<file path="config.mk">
export PLATFORM = sky130hd
export DESIGN_NAME = prn_cdr_tap_delay_ctrl
export DESIGN_NICKNAME = d
export VERILOG_FILES = /design/src/rtl/prn_cdr_pkg.sv /design/src/rtl/prn_dl_shift_chain.sv /design/src/rtl/prn_cdr_tap_delay_ctrl.sv
export SDC_FILE = /design/constraint.sdc
export NUM_CORES = 1
export LEC_CHECK = 0
export BUFFER_PORTS_ARGS = -buffer_cell sky130_fd_sc_hd__buf_2
export CORE_MARGIN = 1.5
export CORE_UTILIZATION = 30
export CTS_CLUSTER_DIAMETER = 60
export DETAILED_ROUTE_END_ITERATION = 8
export GPL_TIMING_DRIVEN = 0
export HOLD_SLACK_MARGIN = 0.06
export SLEW_MARGIN = 10
export SYNTH_ARGS = -nofsm -noshare
export SYNTH_HDL_FRONTEND = slang
export SYNTH_SLANG_ARGS = --single-unit
</file>
<file path="constraint.sdc">
create_clock -name clk -period 3.7 [get_ports clk]
set_input_delay 0.185 -clock clk [delete_from_list [all_inputs] [get_ports clk]]
set_output_delay 0.185 -clock clk [all_outputs]
set_load 0.02 [all_outputs]
</file>
<file path="src/rtl/prn_cdr_pkg.sv">
// Shared types and helpers for the PRN CDR tapped delay line.
//   tap_w(depth) : width of a tap index for a line with `depth` taps
//   step_e       : decoded step request (none / down / up)
//   guard_st_e   : step guard FSM states (used when PRN_STEP_GUARD_EN is defined)
package prn_cdr_pkg;

  function automatic int tap_w(input int depth);
    return (depth <= 2) ? 1 : $clog2(depth);
  endfunction

  typedef enum logic [1:0] {
    STEP_NONE = 2'd0,
    STEP_DEC  = 2'd1,
    STEP_INC  = 2'd2
  } step_e;

  typedef enum logic {
    READY = 1'b0,
    HOLD  = 1'b1
  } guard_st_e;

endpackage

</file>
<file path="src/rtl/prn_dl_shift_chain.sv">
// Enable-qualified register chain feeding the tap mux.
//   clk, rst   : clock, synchronous active-high reset (clears every stage)
//   en         : shift enable
//   din        : sample entering stage 0
//   line       : stage outputs, line[i] holds din delayed by i+1 enabled cycles
module prn_dl_shift_chain #(
  parameter int WIDTH = 1,
  parameter int NREGS = 15
) (
  input  logic                         clk,
  input  logic                         rst,
  input  logic                         en,
  input  logic [WIDTH-1:0]             din,
  output logic [NREGS-1:0][WIDTH-1:0]  line
);

  always_ff @(posedge clk) begin
    if (rst) begin
      line <= '0;
    end else if (en) begin
      line[0] <= din;
      for (int i = 1; i < NREGS; i++) line[i] <= line[i-1];
    end
  end

endmodule

</file>
<file path="src/rtl/prn_cdr_tap_delay_ctrl.sv">
// Tapped delay line with steerable tap for the PRN CDR phase path.
// Step requests (sr: tap-1, sl: tap+1) from the loop filter move the tap that
// drives the retiming sampler; a direct load overrides any step.
// Optional feature macro: PRN_STEP_GUARD_EN adds a READY/HOLD guard that
// ignores steps for GUARD_CYCLES-1 cycles after each accepted step.
// Ports:
//   clk, rst   : clock, synchronous active-high reset
//   en         : sample enable for the delay chain
//   sr, sl     : step down / step up requests
//   load       : load tap from load_tap (clamped to DEPTH-1)
//   din, dout  : sample in, registered sample from the selected tap
//   tap        : current tap index
//   at_min/max : tap at 0 / DEPTH-1
//   sat_err    : sticky, a step was blocked at a bound (WRAP=0)
//   busy       : step guard active (0 when the guard is not built)
module prn_cdr_tap_delay_ctrl
  import prn_cdr_pkg::*;
#(
  parameter int WIDTH        = 1,
  parameter int DEPTH        = 16,
  parameter int WRAP         = 1,
  parameter int INIT_TAP     = 0,
  parameter int GUARD_CYCLES = 4
) (
  input  logic                      clk,
  input  logic                      rst,
  input  logic                      en,
  input  logic                      sr,
  input  logic                      sl,
  input  logic                      load,
  input  logic [tap_w(DEPTH)-1:0]   load_tap,
  input  logic [WIDTH-1:0]          din,
  output logic [WIDTH-1:0]          dout,
  output logic [tap_w(DEPTH)-1:0]   tap,
  output logic                      at_min,
  output logic                      at_max,
  output logic                      sat_err,
  output logic                      busy
);

  localparam int            TW      = tap_w(DEPTH);
  localparam logic [TW-1:0] MAX_TAP = TW'(DEPTH - 1);
  localparam logic [TW-1:0] INIT_T  = TW'(INIT_TAP);

  if (DEPTH < 2 || WIDTH < 1 || GUARD_CYCLES < 1 || INIT_TAP < 0 || INIT_TAP >= DEPTH) begin : g_param_chk
    $error("prn_cdr_tap_delay_ctrl: illegal parameter set");
  end

  // ---- delay chain and tap mux (index 0 is the undelayed input) ----
  logic [DEPTH-2:0][WIDTH-1:0] line;
  logic [DEPTH-1:0][WIDTH-1:0] mux_v;

  prn_dl_shift_chain #(.WIDTH(WIDTH), .NREGS(DEPTH-1)) u_chain (
    .clk  (clk),
    .rst  (rst),
    .en   (en),
    .din  (din),
    .line (line)
  );

  assign mux_v = {line, din};

  // ---- step decode: opposing requests cancel ----
  step_e step;
  logic  step_ok;

  always_comb begin
    step = STEP_NONE;
    if (sr ^ sl) step = sr ? STEP_DEC : STEP_INC;
  end

`ifdef PRN_STEP_GUARD_EN
  localparam int GW = $clog2(GUARD_CYCLES + 1);

  guard_st_e      state, state_next;
  logic [GW-1:0]  gcnt, gcnt_next;

  always_ff @(posedge clk) begin
    if (rst) begin
      state <= READY;
      gcnt  <= '0;
    end else begin
      state <= state_next;
      gcnt  <= gcnt_next;
    end
  end

  // HOLD is left on the edge where the counter reaches zero, so the next
  // step lands exactly GUARD_CYCLES cycles after the previous one.
  always_comb begin
    state_next = state;
    gcnt_next  = gcnt;
    if (load) begin
      state_next = READY;
      gcnt_next  = '0;
    end else begin
      case (state)
        READY: if (step != STEP_NONE && GUARD_CYCLES > 1) begin
          state_next = HOLD;
          gcnt_next  = GW'(GUARD_CYCLES - 1);
        end
        HOLD: if (gcnt <= GW'(1)) begin
          state_next = READY;
          gcnt_next  = '0;
        end else begin
          gcnt_next  = gcnt - GW'(1);
        end
        default: begin
          state_next = READY;
          gcnt_next  = '0;
        end
      endcase
    end
  end

  always_comb begin
    busy    = (state == HOLD);
    step_ok = (state == READY) && (step != STEP_NONE);
  end
`else
  assign busy    = 1'b0;
  assign step_ok = (step != STEP_NONE);
`endif

  // ---- tap arithmetic ----
  logic [TW-1:0] tap_next;
  logic          sat_set;

  always_comb begin
    tap_next = tap;
    sat_set  = 1'b0;
    if (load) begin
      tap_next = (load_tap > MAX_TAP) ? MAX_TAP : load_tap;
    end else if (step_ok) begin
      if (step == STEP_DEC) begin
        if (tap == '0) begin
          if (WRAP != 0) tap_next = MAX_TAP;
          else           sat_set  = 1'b1;
        end else begin
          tap_next = tap - TW'(1);
        end
      end else begin
        if (tap == MAX_TAP) begin
          if (WRAP != 0) tap_next = '0;
          else           sat_set  = 1'b1;
        end else begin
          tap_next = tap + TW'(1);
        end
      end
    end
  end

  // dout follows tap_next so a tap change shows up on the same edge.
  always_ff @(posedge clk) begin
    if (rst) begin
      tap     <= INIT_T;
      dout    <= '0;
      sat_err <= 1'b0;
    end else begin
      tap  <= tap_next;
      dout <= mux_v[tap_next];
      if (load)         sat_err <= 1'b0;
      else if (sat_set) sat_err <= 1'b1;
    end
  end

  assign at_min = (tap == '0);
  assign at_max = (tap == MAX_TAP);

endmodule
</file>
==> metrics.md <==
| Metric | Value |
|---|---|
| Status | `complete, no violations` |
| Worst-Margin Slew | `0.657 ns` |
| Vias in the first global route | `853` |
| Syn Std Cell Area | `approximately 0.0011 mm2` |
| Drt via density | `~4.8` |
| Mean Syn Cell Area | `roughly 9.9 um2` |
| Setup ws final | `1.03 ns` |
| Share of post-route cells with drive strength above 1 | `0.213` |
| Placeable Area | `0.00366 mm2` |
| Final hold violations | `0` |
| Yosys top cell area share | `0.352` |
| Final Instance Area | `0.00134 mm2` |
| Clock Skews | `between 0.006 and 0.007 ns` |
| Initial antenna violation count | `0` |
| Total global routing overflow | `0` |
| Filler cell count | `approximately 380` |
| Critical path required time | `3.84 ns` |
| Max-cap violations | `0` |
| Hold Path Class | `primary input to register` |
| Routed WL | `2120 um` |
| Post-synth EDFFs | `0` |
| Largest net degree at the start of global routing | `12` |
| Critical path peak fanout | `8` |
| Final setup fails | `0` |
| Post-cts sizing count | `0` |
| Antenna-violating nets left | `0` |
| HPWL after DPL | `around 1700 um` |
| Total CTS buffers | `3` |
| RD Place Congestion | `approximately 0.77` |
| Drt first pass iters | `4` |
| Avg WL per Cell | `about 12 um` |
| VDD IR-drop max | `between 0.15 and 0.2 mV` |
| Ports | `20` |
| Starting DRT DRC Count | `roughly 70` |
| Placed inst area | `between 0.001 and 0.0015 mm2` |
| TritonCTS clock tree | `done` |
| Ys Warns | `0` |
| Period Utilization, post-route | `0.723` |
| Worst path arrival time | `roughly 2.8 ns` |
| PnR Total Power | `a little over 0.5 mW` |
| Asr flop ratio synth | `0` |
| Initial Utilization | `0.310` |
| DRC | `0` |
| Slew Limit Headroom | `0.562` |
| Die Ht | `around 65 um` |
| Mapped Cells | `~120` |
| Main combinational cell family by area after synthesis | `multiplexers` |
| Routed via count | `between 800 and 900` |
| First-pass GRT wire length | `~3600 um` |
| Post-CTS setup buffers | `0` |
| Complex-gate fraction of the synthesized area | `0.124` |
| Max Clk Rate | `around 0.37 GHz` |
| Crit path kind | `register to register` |
| Crit end category | `register` |
| Pre-CTS WS | `between 1 and 1.5 ns` |
| Root Buffer | `clkbuf_8` |
| Post-synthesis xor/xnor area fraction | `0.00771` |
| Hold buffers post-CTS | `0` |
| PwrDens | `roughly 380 mW/mm2` |
| ANT cells | `0` |
| Die area | `0.00417 mm2` |
| Clock buffer depth | `2` |
| Setup repair after global routing missed its margin | `no` |
| Startpoint types | `register` |
| TNS Setup | `0 ns` |
| Post-synthesis mux area share | `0.259` |
| GRT Total Usage | `0.110` |
| Clock sinks | `20` |
| Post-synth cell types | `36` |
| Chip width | `between 60 and 70 um` |
| FP Rows | `22` |
| Area delta synth->final | `17.5%` |
| Slew Viols, Final | `0` |
| Fin nets | `151` |
| Worst-Skew Late Latency | `~0.26 ns` |
| Clock slew at reported path FFs | `around 0.07 ns` |
| Storage cell area | `around 400 um2` |
| R2R setup slack | `about 1.0 ns` |
| Non-Filler Instances | `184` |
| Main synth FF type | `dfxtp_1` |
| Buffers on Ports | `16` |
| Fin crit period | `about 2.7 ns` |
| Post-Place Cells | `between 150 and 200` |
| Area share of and/or/nand/nor cells after synthesis | `0.166` |
| H-tree Lvls | `1` |
| Static leakage power | `approximately 0.6 nW` |
| Flops & latches, synth | `20` |
| Seq/Total Area, Yosys | `0.352` |
| Synth Area in Adders | `0.0330` |
| Area leader, netlist | `dfxtp_1` |
| Area used by multi-input combinational logic | `between 600 and 700 um2` |
| Synth top area cells | `dfxtp_1 35%, mux2i_1 20%, nor2_1 6.3%` |
-- layout make-up --
class,count,area share
Clock buffer,4,0.0412
Multi-Input combinational cell,82,0.508
Timing Repair Buffer,16,0.0600
Inverter,5,0.0141
Buffer,9,0.0319
Sequential cell,20,0.300
Tap cell,48,0.0450
-- stage by stage --
stage / utilization / hold slack (ns)
after global routing: 0.365 / 0.167
after detailed placement: 0.350 / 0.430
after global placement: 0.350 / 0.416
after CTS: 0.365 / 0.153
after floorplan: - / 0.269
final: 0.365 / 0.144
-- cells by family (layout without fill, tap and decap cells) --
logic type / after synthesis / after routing
simple gates: 37 / 37
mux: 26 / 26
flops: 20 / 20
buf+inv: 14 / 34
compound gates: 13 / 13
fa+ha+maj: 3 / 3
other cells: 1 / 2
xor+xnor: 1 / 1
-- flip-flops by register name, summed over array words and instances (netlist names) --
register,cells
tap,4
dout,1
u_chain.line,15
-- cell usage after synthesis, types with 2 or more instances --
| library cell | count |
|---|---|
| mux2i_1 | 23 |
| dfxtp_1 | 20 |
| nor2_1 | 19 |
| clkbuf_1 | 6 |
| inv_1 | 5 |
| nor3b_1 | 4 |
| ha_1 | 3 |
| nand2_1 | 3 |
| a211oi_1 | 2 |
| buf_4 | 2 |
| mux4_1 | 2 |
| o31ai_1 | 2 |
-- worst max-delay path, stage by stage, from the launching register on --
cell      delay (ns)
dfxtp_1         0.37
clkbuf_1        0.29
inv_1           0.08
ha_1            0.31
xnor2_1         0.16
a221oi_4        0.51
mux4_1          0.61
nand4b_1        0.12
o311ai_2        0.10
-- placed cells by master, fill, tap and decap left out, types with 2 or more instances in the layout --
cell      netlist  layout
ha_1            3       3
a211oi_1        2       2
clkbuf_8        0       4
dfxtp_1        20      20
nor2_1         19      19
buf_2           1      17
buf_4           2       2
clkbuf_1        6       6
inv_1           5       5
o31ai_1         2       2
nand2_1         3       3
mux2i_1        23      23
conb_1          1       2
mux4_1          2       2
nor3b_1         4       4
-- power by group --
part / internal, mW / switching [mW]
registers: 0.221 / 0.00784
clock network: 0.0947 / 0.0703
logic: 0.0510 / 0.0661
-- final timing paths --
kind,to,cells after the start,startpoint
worst min register to register,u_chain.line[14]$_SDFFE_PP0P_,2,u_chain.line[14]$_SDFFE_PP0P_
worst max-delay path,dout$_SDFF_PP0_,8,tap[0]$_SDFF_PP0_
worst max register to register,dout$_SDFF_PP0_,8,tap[0]$_SDFF_PP0_
worst min-delay path,tap[2]$_SDFF_PP0_,2,rst
-- per-layer routing --
layer	vias up	global-route usage	wire (um)
li1	448	-	-
met2	18	0.210	1050
met3	2	0.0226	91
met1	410	0.122	957
met5	-	0	0
met4	0	0.0319	21
No activity file was read; power rests on OpenSTA's default activity.
